`src/rtl/debounce_pulse_module.sv`:
```
// debounce_pulse_module
// Cleans up a bouncing push-button for use as the clock of the 4-bit ripple
// counter. The raw button passes through a two-flop synchroniser. A
// stable-time counter FSM then debounces it. The block drives a registered
// debounced level, plus a one-cycle pulse for each accepted press.
//
// Optional feature: define DEBOUNCE_AUTOREPEAT_EN to add auto-repeat pulses
// while the button stays pressed. The first repeat comes after REPEAT_DELAY
// cycles in PRESSED, and later repeats come every REPEAT_PERIOD cycles. With
// the macro undefined, no repeat logic is built, and each press gives
// exactly one pulse.

module debounce_pulse_module #(
    parameter int unsigned STABLE_CYCLES = 4,
    parameter int unsigned CNT_WIDTH     = 16,
    parameter int unsigned REPEAT_DELAY  = 8,
    parameter int unsigned REPEAT_PERIOD = 3
) (
    input  logic clk,
    input  logic rst,
    input  logic btn_in,
    output logic level_out,
    output logic pulse_out
);

    typedef enum logic [1:0] {
        IDLE         = 2'd0,
        WAIT_PRESS   = 2'd1,
        PRESSED      = 2'd2,
        WAIT_RELEASE = 2'd3
    } state_t;

    // Counters never pass their terminal value, so each parameter must fit in CNT_WIDTH bits.
    localparam longint unsigned CNT_RANGE = 64'd1 << CNT_WIDTH;
    localparam bit PARAMS_OK = (STABLE_CYCLES >= 1) && (REPEAT_DELAY >= 1) &&
                               (REPEAT_PERIOD >= 1) &&
                               (longint'(STABLE_CYCLES) < CNT_RANGE) &&
                               (longint'(REPEAT_DELAY)  < CNT_RANGE) &&
                               (longint'(REPEAT_PERIOD) < CNT_RANGE);

    // Reject illegal parameter sets at elaboration time.
    if (!PARAMS_OK) begin : g_bad_params
        $error("debounce_pulse_module: illegal STABLE_CYCLES/REPEAT_*/CNT_WIDTH combination");
    end

    localparam logic [CNT_WIDTH-1:0] STABLE_LAST = CNT_WIDTH'(STABLE_CYCLES - 1);

    state_t               state_q, state_d;
    logic [CNT_WIDTH-1:0] cnt_q, cnt_d;
    logic                 sync1_q, sync1_d;
    logic                 s_q, s_d;
    logic                 level_q, level_d;
    logic                 pulse_q, pulse_d;

`ifdef DEBOUNCE_AUTOREPEAT_EN
    localparam logic [CNT_WIDTH-1:0] DELAY_LAST  = CNT_WIDTH'(REPEAT_DELAY - 1);
    localparam logic [CNT_WIDTH-1:0] PERIOD_LAST = CNT_WIDTH'(REPEAT_PERIOD - 1);

    logic [CNT_WIDTH-1:0] rep_cnt_q, rep_cnt_d;
    logic                 first_q, first_d;   // 1: waiting for the first repeat
    logic [CNT_WIDTH-1:0] rep_last;
`endif

    // Next-state, counter and output logic for the debounce FSM.
    always_comb begin
        // NOTE: every signal gets a default before the case, so no path can leave one unassigned and infer a latch.
        sync1_d = btn_in;
        s_d     = sync1_q;
        state_d = state_q;
        cnt_d   = cnt_q;
        level_d = level_q;
        pulse_d = 1'b0;
`ifdef DEBOUNCE_AUTOREPEAT_EN
        rep_cnt_d = rep_cnt_q;
        first_d   = first_q;
        rep_last  = first_q ? DELAY_LAST : PERIOD_LAST;
`endif
        unique case (state_q)
            IDLE: begin
                if (s_q) begin
                    state_d = WAIT_PRESS;
                    cnt_d   = '0;
                end
            end
            WAIT_PRESS: begin
                if (!s_q) begin
                    state_d = IDLE;
                    cnt_d   = '0;
`ifdef DEBOUNCE_AUTOREPEAT_EN
                    rep_cnt_d = '0;
                    first_d   = 1'b1;
`endif
                end else if (cnt_q == STABLE_LAST) begin
                    state_d = PRESSED;
                    cnt_d   = '0;
                    level_d = 1'b1;
                    pulse_d = 1'b1;
`ifdef DEBOUNCE_AUTOREPEAT_EN
                    rep_cnt_d = '0;
                    first_d   = 1'b1;
`endif
                end else begin
                    cnt_d = cnt_q + 1'b1;
                end
            end
            PRESSED: begin
                if (!s_q) begin
                    // The repeat count is frozen here and resumes if the release bounces back.
                    state_d = WAIT_RELEASE;
                    cnt_d   = '0;
                end else begin
`ifdef DEBOUNCE_AUTOREPEAT_EN
                    if (rep_cnt_q == rep_last) begin
                        pulse_d   = 1'b1;
                        rep_cnt_d = '0;
                        first_d   = 1'b0;
                    end else begin
                        rep_cnt_d = rep_cnt_q + 1'b1;
                    end
`endif
                end
            end
            WAIT_RELEASE: begin
                if (s_q) begin
                    state_d = PRESSED;
                    cnt_d   = '0;
                end else if (cnt_q == STABLE_LAST) begin
                    state_d = IDLE;
                    cnt_d   = '0;
                    level_d = 1'b0;
`ifdef DEBOUNCE_AUTOREPEAT_EN
                    rep_cnt_d = '0;
                    first_d   = 1'b1;
`endif
                end else begin
                    cnt_d = cnt_q + 1'b1;
                end
            end
            default: begin
                state_d = IDLE;
                cnt_d   = '0;
                level_d = 1'b0;
            end
        endcase
    end

    // Synchroniser, FSM and output registers with a synchronous reset.
    always_ff @(posedge clk) begin
        // NOTE: state registers use non-blocking assignments, so every flop samples the values from before the edge.
        if (rst) begin
            // NOTE: the synchroniser flops are reset too, so a button held through reset must debounce again from zero.
            sync1_q <= 1'b0;
            s_q     <= 1'b0;
            state_q <= IDLE;
            cnt_q   <= '0;
            level_q <= 1'b0;
            pulse_q <= 1'b0;
        end else begin
            sync1_q <= sync1_d;
            s_q     <= s_d;
            state_q <= state_d;
            cnt_q   <= cnt_d;
            level_q <= level_d;
            pulse_q <= pulse_d;
        end
    end

`ifdef DEBOUNCE_AUTOREPEAT_EN
    // Auto-repeat counter and first/subsequent flag.
    always_ff @(posedge clk) begin
        if (rst) begin
            rep_cnt_q <= '0;
            first_q   <= 1'b1;
        end else begin
            rep_cnt_q <= rep_cnt_d;
            first_q   <= first_d;
        end
    end
`endif

    assign level_out = level_q;
    assign pulse_out = pulse_q;

endmodule

```
`config.mk`:
```
export PLATFORM = sky130hd
export DESIGN_NAME = debounce_pulse_module
export DESIGN_NICKNAME = d
export VERILOG_FILES = /design/src/rtl/debounce_pulse_module.sv
export SDC_FILE = /design/constraint.sdc
export NUM_CORES = 1
export LEC_CHECK = 0
export ABC_CLOCK_PERIOD_IN_PS = 3800
export BUFFER_PORTS_ARGS = -buffer_cell sky130_fd_sc_hd__buf_2
export CAP_MARGIN = 10
export CORE_MARGIN = 1
export CORE_UTILIZATION = 45
export CTS_BUF_LIST = sky130_fd_sc_hd__clkbuf_8
export CTS_CLUSTER_DIAMETER = 120
export DETAILED_ROUTE_END_ITERATION = 10
export GPL_TIMING_DRIVEN = 1
export SYNTH_ARGS = -nofsm -noshare
export SYNTH_HDL_FRONTEND = slang
export SYNTH_SLANG_ARGS = --single-unit
export TNS_END_PERCENT = 5
```
`constraint.sdc`:
```
create_clock -name clk -period 3.8 [get_ports clk]
set_input_delay 0.76 -clock clk [delete_from_list [all_inputs] [get_ports clk]]
set_output_delay 0.76 -clock clk [all_outputs]
set_load 0.005 [all_outputs]
```
# Word level (Yosys, flattened, before mapping)
# Cells that the tools add are included.
[totals]
input_bits = 3
reg_bits = 22
word_cells = 46
out_inout_bits = 2
[classes]
eq_ne = 12
add_sub_neg = 1
bitwise = 2
reduce_logical = 6
n_mux = 19
[op_table]
columns = ["cell", "n"]
rows = [
  ["$mux W16", 5],
  ["$pmux W16 S4", 1],
  ["$add A16 B1 Y16 const B", 1],
  ["$eq A16 B2 Y1 const B", 1],
  ["$mux W2", 6],
  ["$ne A2 B2 Y1 const B", 6],
  ["$pmux W2 S4", 1],
  ["$ne A3 B3 Y1 const B", 2],
  ["$mux W1", 5],
  ["$reduce_and A5 Y1", 1],
  ["$eq A2 B2 Y1 const B", 2],
  ["$reduce_and A4 Y1", 1],
  ["$reduce_or A3 Y1", 1],
  ["$eq A2 B1 Y1 const B", 1],
  ["$logic_not A2 Y1", 1],
  ["$not A1 Y1", 2],
  ["$pmux W1 S2", 1],
  ["$reduce_and A2 Y1", 1],
  ["$reduce_bool A2 Y1", 1],
]

# Longest topological paths before layout
[depth]
depth_word = 4
mapped_depth = 6
depth_no_buf = 5

# Least setup slack after synthesis
# OpenSTA, ideal clock, no wires.
[synth_timing]
path_type = "reg-to-reg"
start = "register cnt_q[0]"
end = "register cnt_q[14]"
path_slack_ps = 2282
arrival_time_ps = 1385
t_required_ps = 3667
n_path_buf = 0
synth_period_minus_slack_ps = 1518
path_stages_with_launch = 6
setup_time_ps = 133
cell_sequence = "dfxtp_1 -> ha_1 -> nand3_1 -> or3_1 -> o2111ai_1 -> a31oi_1"
[synth_between]
elab_chain_len = 4
word_cells_on_any_way = 6
cone_classes = "1 x add/sub; 1 x eq/ne; 4 x mux"
[synth_lines]
columns = ["item", "line_no", "rtl"]
rows = [
  ["start, declared", "49", "logic [CNT_WIDTH-1:0] cnt_q, cnt_d;"],
  ["start signal, assigned", "162", "cnt_q <= cnt_d;"],
  ["$add A16 B1 Y16 or $eq A16 B2 Y1 (tied branches)", "--", ""],
  ["$mux W16 (*)", "93, 127", ""],
  ["$mux W16 (on tied branches)", "124, 86", ""],
  ["$pmux W16 S4 (*)", "78", "unique case (state_q)"],
]
# Every way passes the cells marked *; elsewhere a longest branch is shown, timed or not.
# A chain may end at the register's enable or synchronous reset.

# Worst setup path in the final report
[layout_timing]
start = "register cnt_q[0]"
end = "register cnt_q[13]"
# The elaborated chain is that of the path after synthesis.

==> run summary <==
status: finished clean
drt wl/cell: 15.24 microns
CTS tree: built
yosys warns: 0
Setup-failing EPs final: 0
reg-to-reg slack, setup: 1.47 ns
Comb pwr share: 3.1%
Die X: 51.91 microns
chip height: 51.91 microns
FMAX: 0.4287 GHz
hold wc startpoint: s_d
sequential share of the synthesized area: 39.29%
final wirelength: 2514 microns
crit path launch type: register
syn_nets: 138
DRT iter0 DRCs: 26
CORE AREA: 2276 sq um
Total GRT Usage: 21.18%
later-pin clock latency in the skew report: 0.27 ns
Critical Path RT: 3.95 ns
fin. max-slew vios: 0
Initial Util: 49.26%
Sw Ratio: 19.24%
clock root buffer master: clkbuf_8
CP arrival: 2.48 ns
synthesized flop and latch total: 22
most frequent cells in the layout: dfxtp_1 (22), a31oi_1 (15), nand2_1 (12), nand3_1 (9)
routed vias/inst: 6.364
Clock Path Buffers: 2
htree depth: 1
Final nets: 142
pwr dens: 384.5 nW/um^2
RSZ-0062 raised after global routing: false
crit path time final: 2.333 ns
VDD IR-drop max: 0.2932 mV
sw power: 90.16 uW
Setup crit start: cnt_q[0]
post-cts sizing count: 0
post-route ant nets: 0
Sink Count: 22
Pleak: 0.0003712 uW
total internal power: 378.4 uW
clock power share: 46.7%
max_cap viols: 0
Yosys cell types: 32
vias in the first global route: 855
Post-Synthesis Cells: 134
synthesized area: 1121 sq um
total negative setup slack: 0 ns
global-route wire length before repair: 4153 microns
sequential power share: 50.2%
cell taking the most area after synthesis: dfxtp_1
Area contributors post-synth: dfxtp_1 (39%), a31oi_1 (8.4%), nand3_1 (4.0%), nand2_1 (4.0%), nand4_1 (3.9%)
Crit-path slowest cell: nand4_1
Worst Reg-to-Reg Cells: 5
Final Non-Filler Cells: 165
Hold Crit Class: register to register
setup bufs post-CTS: 0
Rows: 17
reg2reg end: cnt_q[13]
GPL Wtd Cong: 0.8197
Antenna diodes: 0
top-area cell type share of the netlist area: 39.29%
Reg-to-Reg Start: cnt_q[0]
# DRC: 0
CTS Hold Bufs: 0
Via Count: 1050
Cell Chain, Critical Path: ha_1 -> nor4b_2 -> nand4_1 -> nand2_1 -> o211ai_1
area grow syn2layout: 8.705%
hold depth: 1
Hold Fails Final Rpt: 0
layout cell share with drive strength beyond 1: 7.299%
grt total ovfl: 0
delay of the slowest critical-path stage: 0.76 ns
Setup crit end kind: register
I/O pin count: 5
CTS buffer count: 3
hpwl dp: 1772 microns
period utilization: 61.39%
commonest non-fill, non-tap cell in the layout: dfxtp_1
IO Port Bufs: 4
Crit Path Max Fanout: 23
Worst-path clk slew: 0.08 ns
Synth Area per Inst: 8.366 sq um
crit path kind: register to register
Slew @ Worst Pin: 0.9122 ns
fillcell total: 220
Cells after DPL: 161
worst clock skew: 0.005972 ns
die area: 2695 sq um
initial antenna violation count: 0
relative slew slack: 39.01%
drt pass-1 iters: 4
largest net degree at the start of global routing: 24
Hold Path End: s_q
==> layout make-up <==
class | count | area [sq um] | share of cell area, %
inverters | 3 | 11.26 | 0.9240
clock inverters | 1 | 30.03 | 2.464
well taps | 28 | 35.03 | 2.875
multi-input cells | 104 | 640.6 | 52.57
clock buffers | 3 | 41.29 | 3.388
flip-flops and latches | 22 | 440.4 | 36.14
repair buffers | 4 | 20.02 | 1.643
==> metal layers <==
metal	GRT usage [%]	wire, microns	part of all wire (%)
met5	0	0	0
met4	5.405	20	0.80
met3	5.263	82	3.3
met2	30.34	1066	42
met1	31.07	1345	54
==> stage by stage <==
step	hold slack [ns]	worst slack [ns]	total power [uW]	utilization, %	instance area, sq um
after floorplan	0.4138	2.282	249.8	-	1121
after global placement	0.4168	1.634	254.9	50.41	1147
after detailed placement	0.4325	1.527	255.1	50.41	1147
after CTS	0.4544	1.496	473.4	53.55	1219
after global routing	0.4608	1.200	481.6	53.55	1219
final	0.4431	1.467	468.5	53.55	1219
==> sequential cells by signal (all words and copies together) (netlist names), named ones only <==
register	count
cnt_q	16
level_out	1
pulse_out	1
s_d	1
s_q	1
state_q	1
==> cell families (layout without fill, tap and decap cells) <==
family	after synthesis	in the layout	share of synthesized area, %
XOR/XNOR	5	5	3.907
flip-flops	22	22	39.29
AND/OR/NAND/NOR	62	62	31.58
AO/OA/AOI/OAI	36	36	20.53
adder cells (fa/ha/maj)	1	1	1.116
buffers and inverters	8	11	3.572
==> Yosys cell counts <==
cell        n
a211oi_1    2
nor3_4      1
and4_1      3
a32oi_1     1
a41oi_1     2
nor2_1      7
o21ai_0     5
buf_6       1
nor3_1      7
o21ai_1     3
o2111ai_1   1
ha_1        1
dfxtp_1    22
a21oi_1     3
nand4b_1    1
nor2b_1     2
buf_2       2
nand3_1     9
or3_1       3
o211ai_1    3
and3_1      2
xnor2_1     3
nand2_1    12
nor4_1      3
o41ai_1     1
nand3b_1    4
clkbuf_1    2
xor2_1      2
nand4_1     7
inv_1       3
a31oi_1    15
nor4b_2     1
==> worst max path at each step <==
stage / end / slack (ns) / cells past startpoint
floorplan: cnt_q[14] / 2.28 / 5
global placement: cnt_q[13] / 1.63 / 5
detailed placement: cnt_q[13] / 1.53 / 5
CTS: cnt_q[13] / 1.50 / 5
global route: register / 1.20 / 5
finish: cnt_q[13] / 1.47 / 5
==> power groups by stage <==
| stage | clock [uW] | combinational, uW | sequential (uW) |
|---|---|---|---|
| finish | 219 | 14.5 | 235 |
| global route | 230 | 16.2 | 236 |
| CTS | 224 | 14.5 | 235 |
| detailed placement | 0 | 14.4 | 241 |
| global placement | 0 | 14.4 | 240 |
| floorplan | 0 | 9.68 | 240 |
==> worst max-delay path: cells and delay by family (launching register included) <==
family	cells	cell delay (ns)
DFF	1	0.40
adders and majority gates	1	0.23
AOI/OAI and AO/OA	1	0.13
and+or+nand+nor	3	1.45
Power figures use the tool's default switching activity.
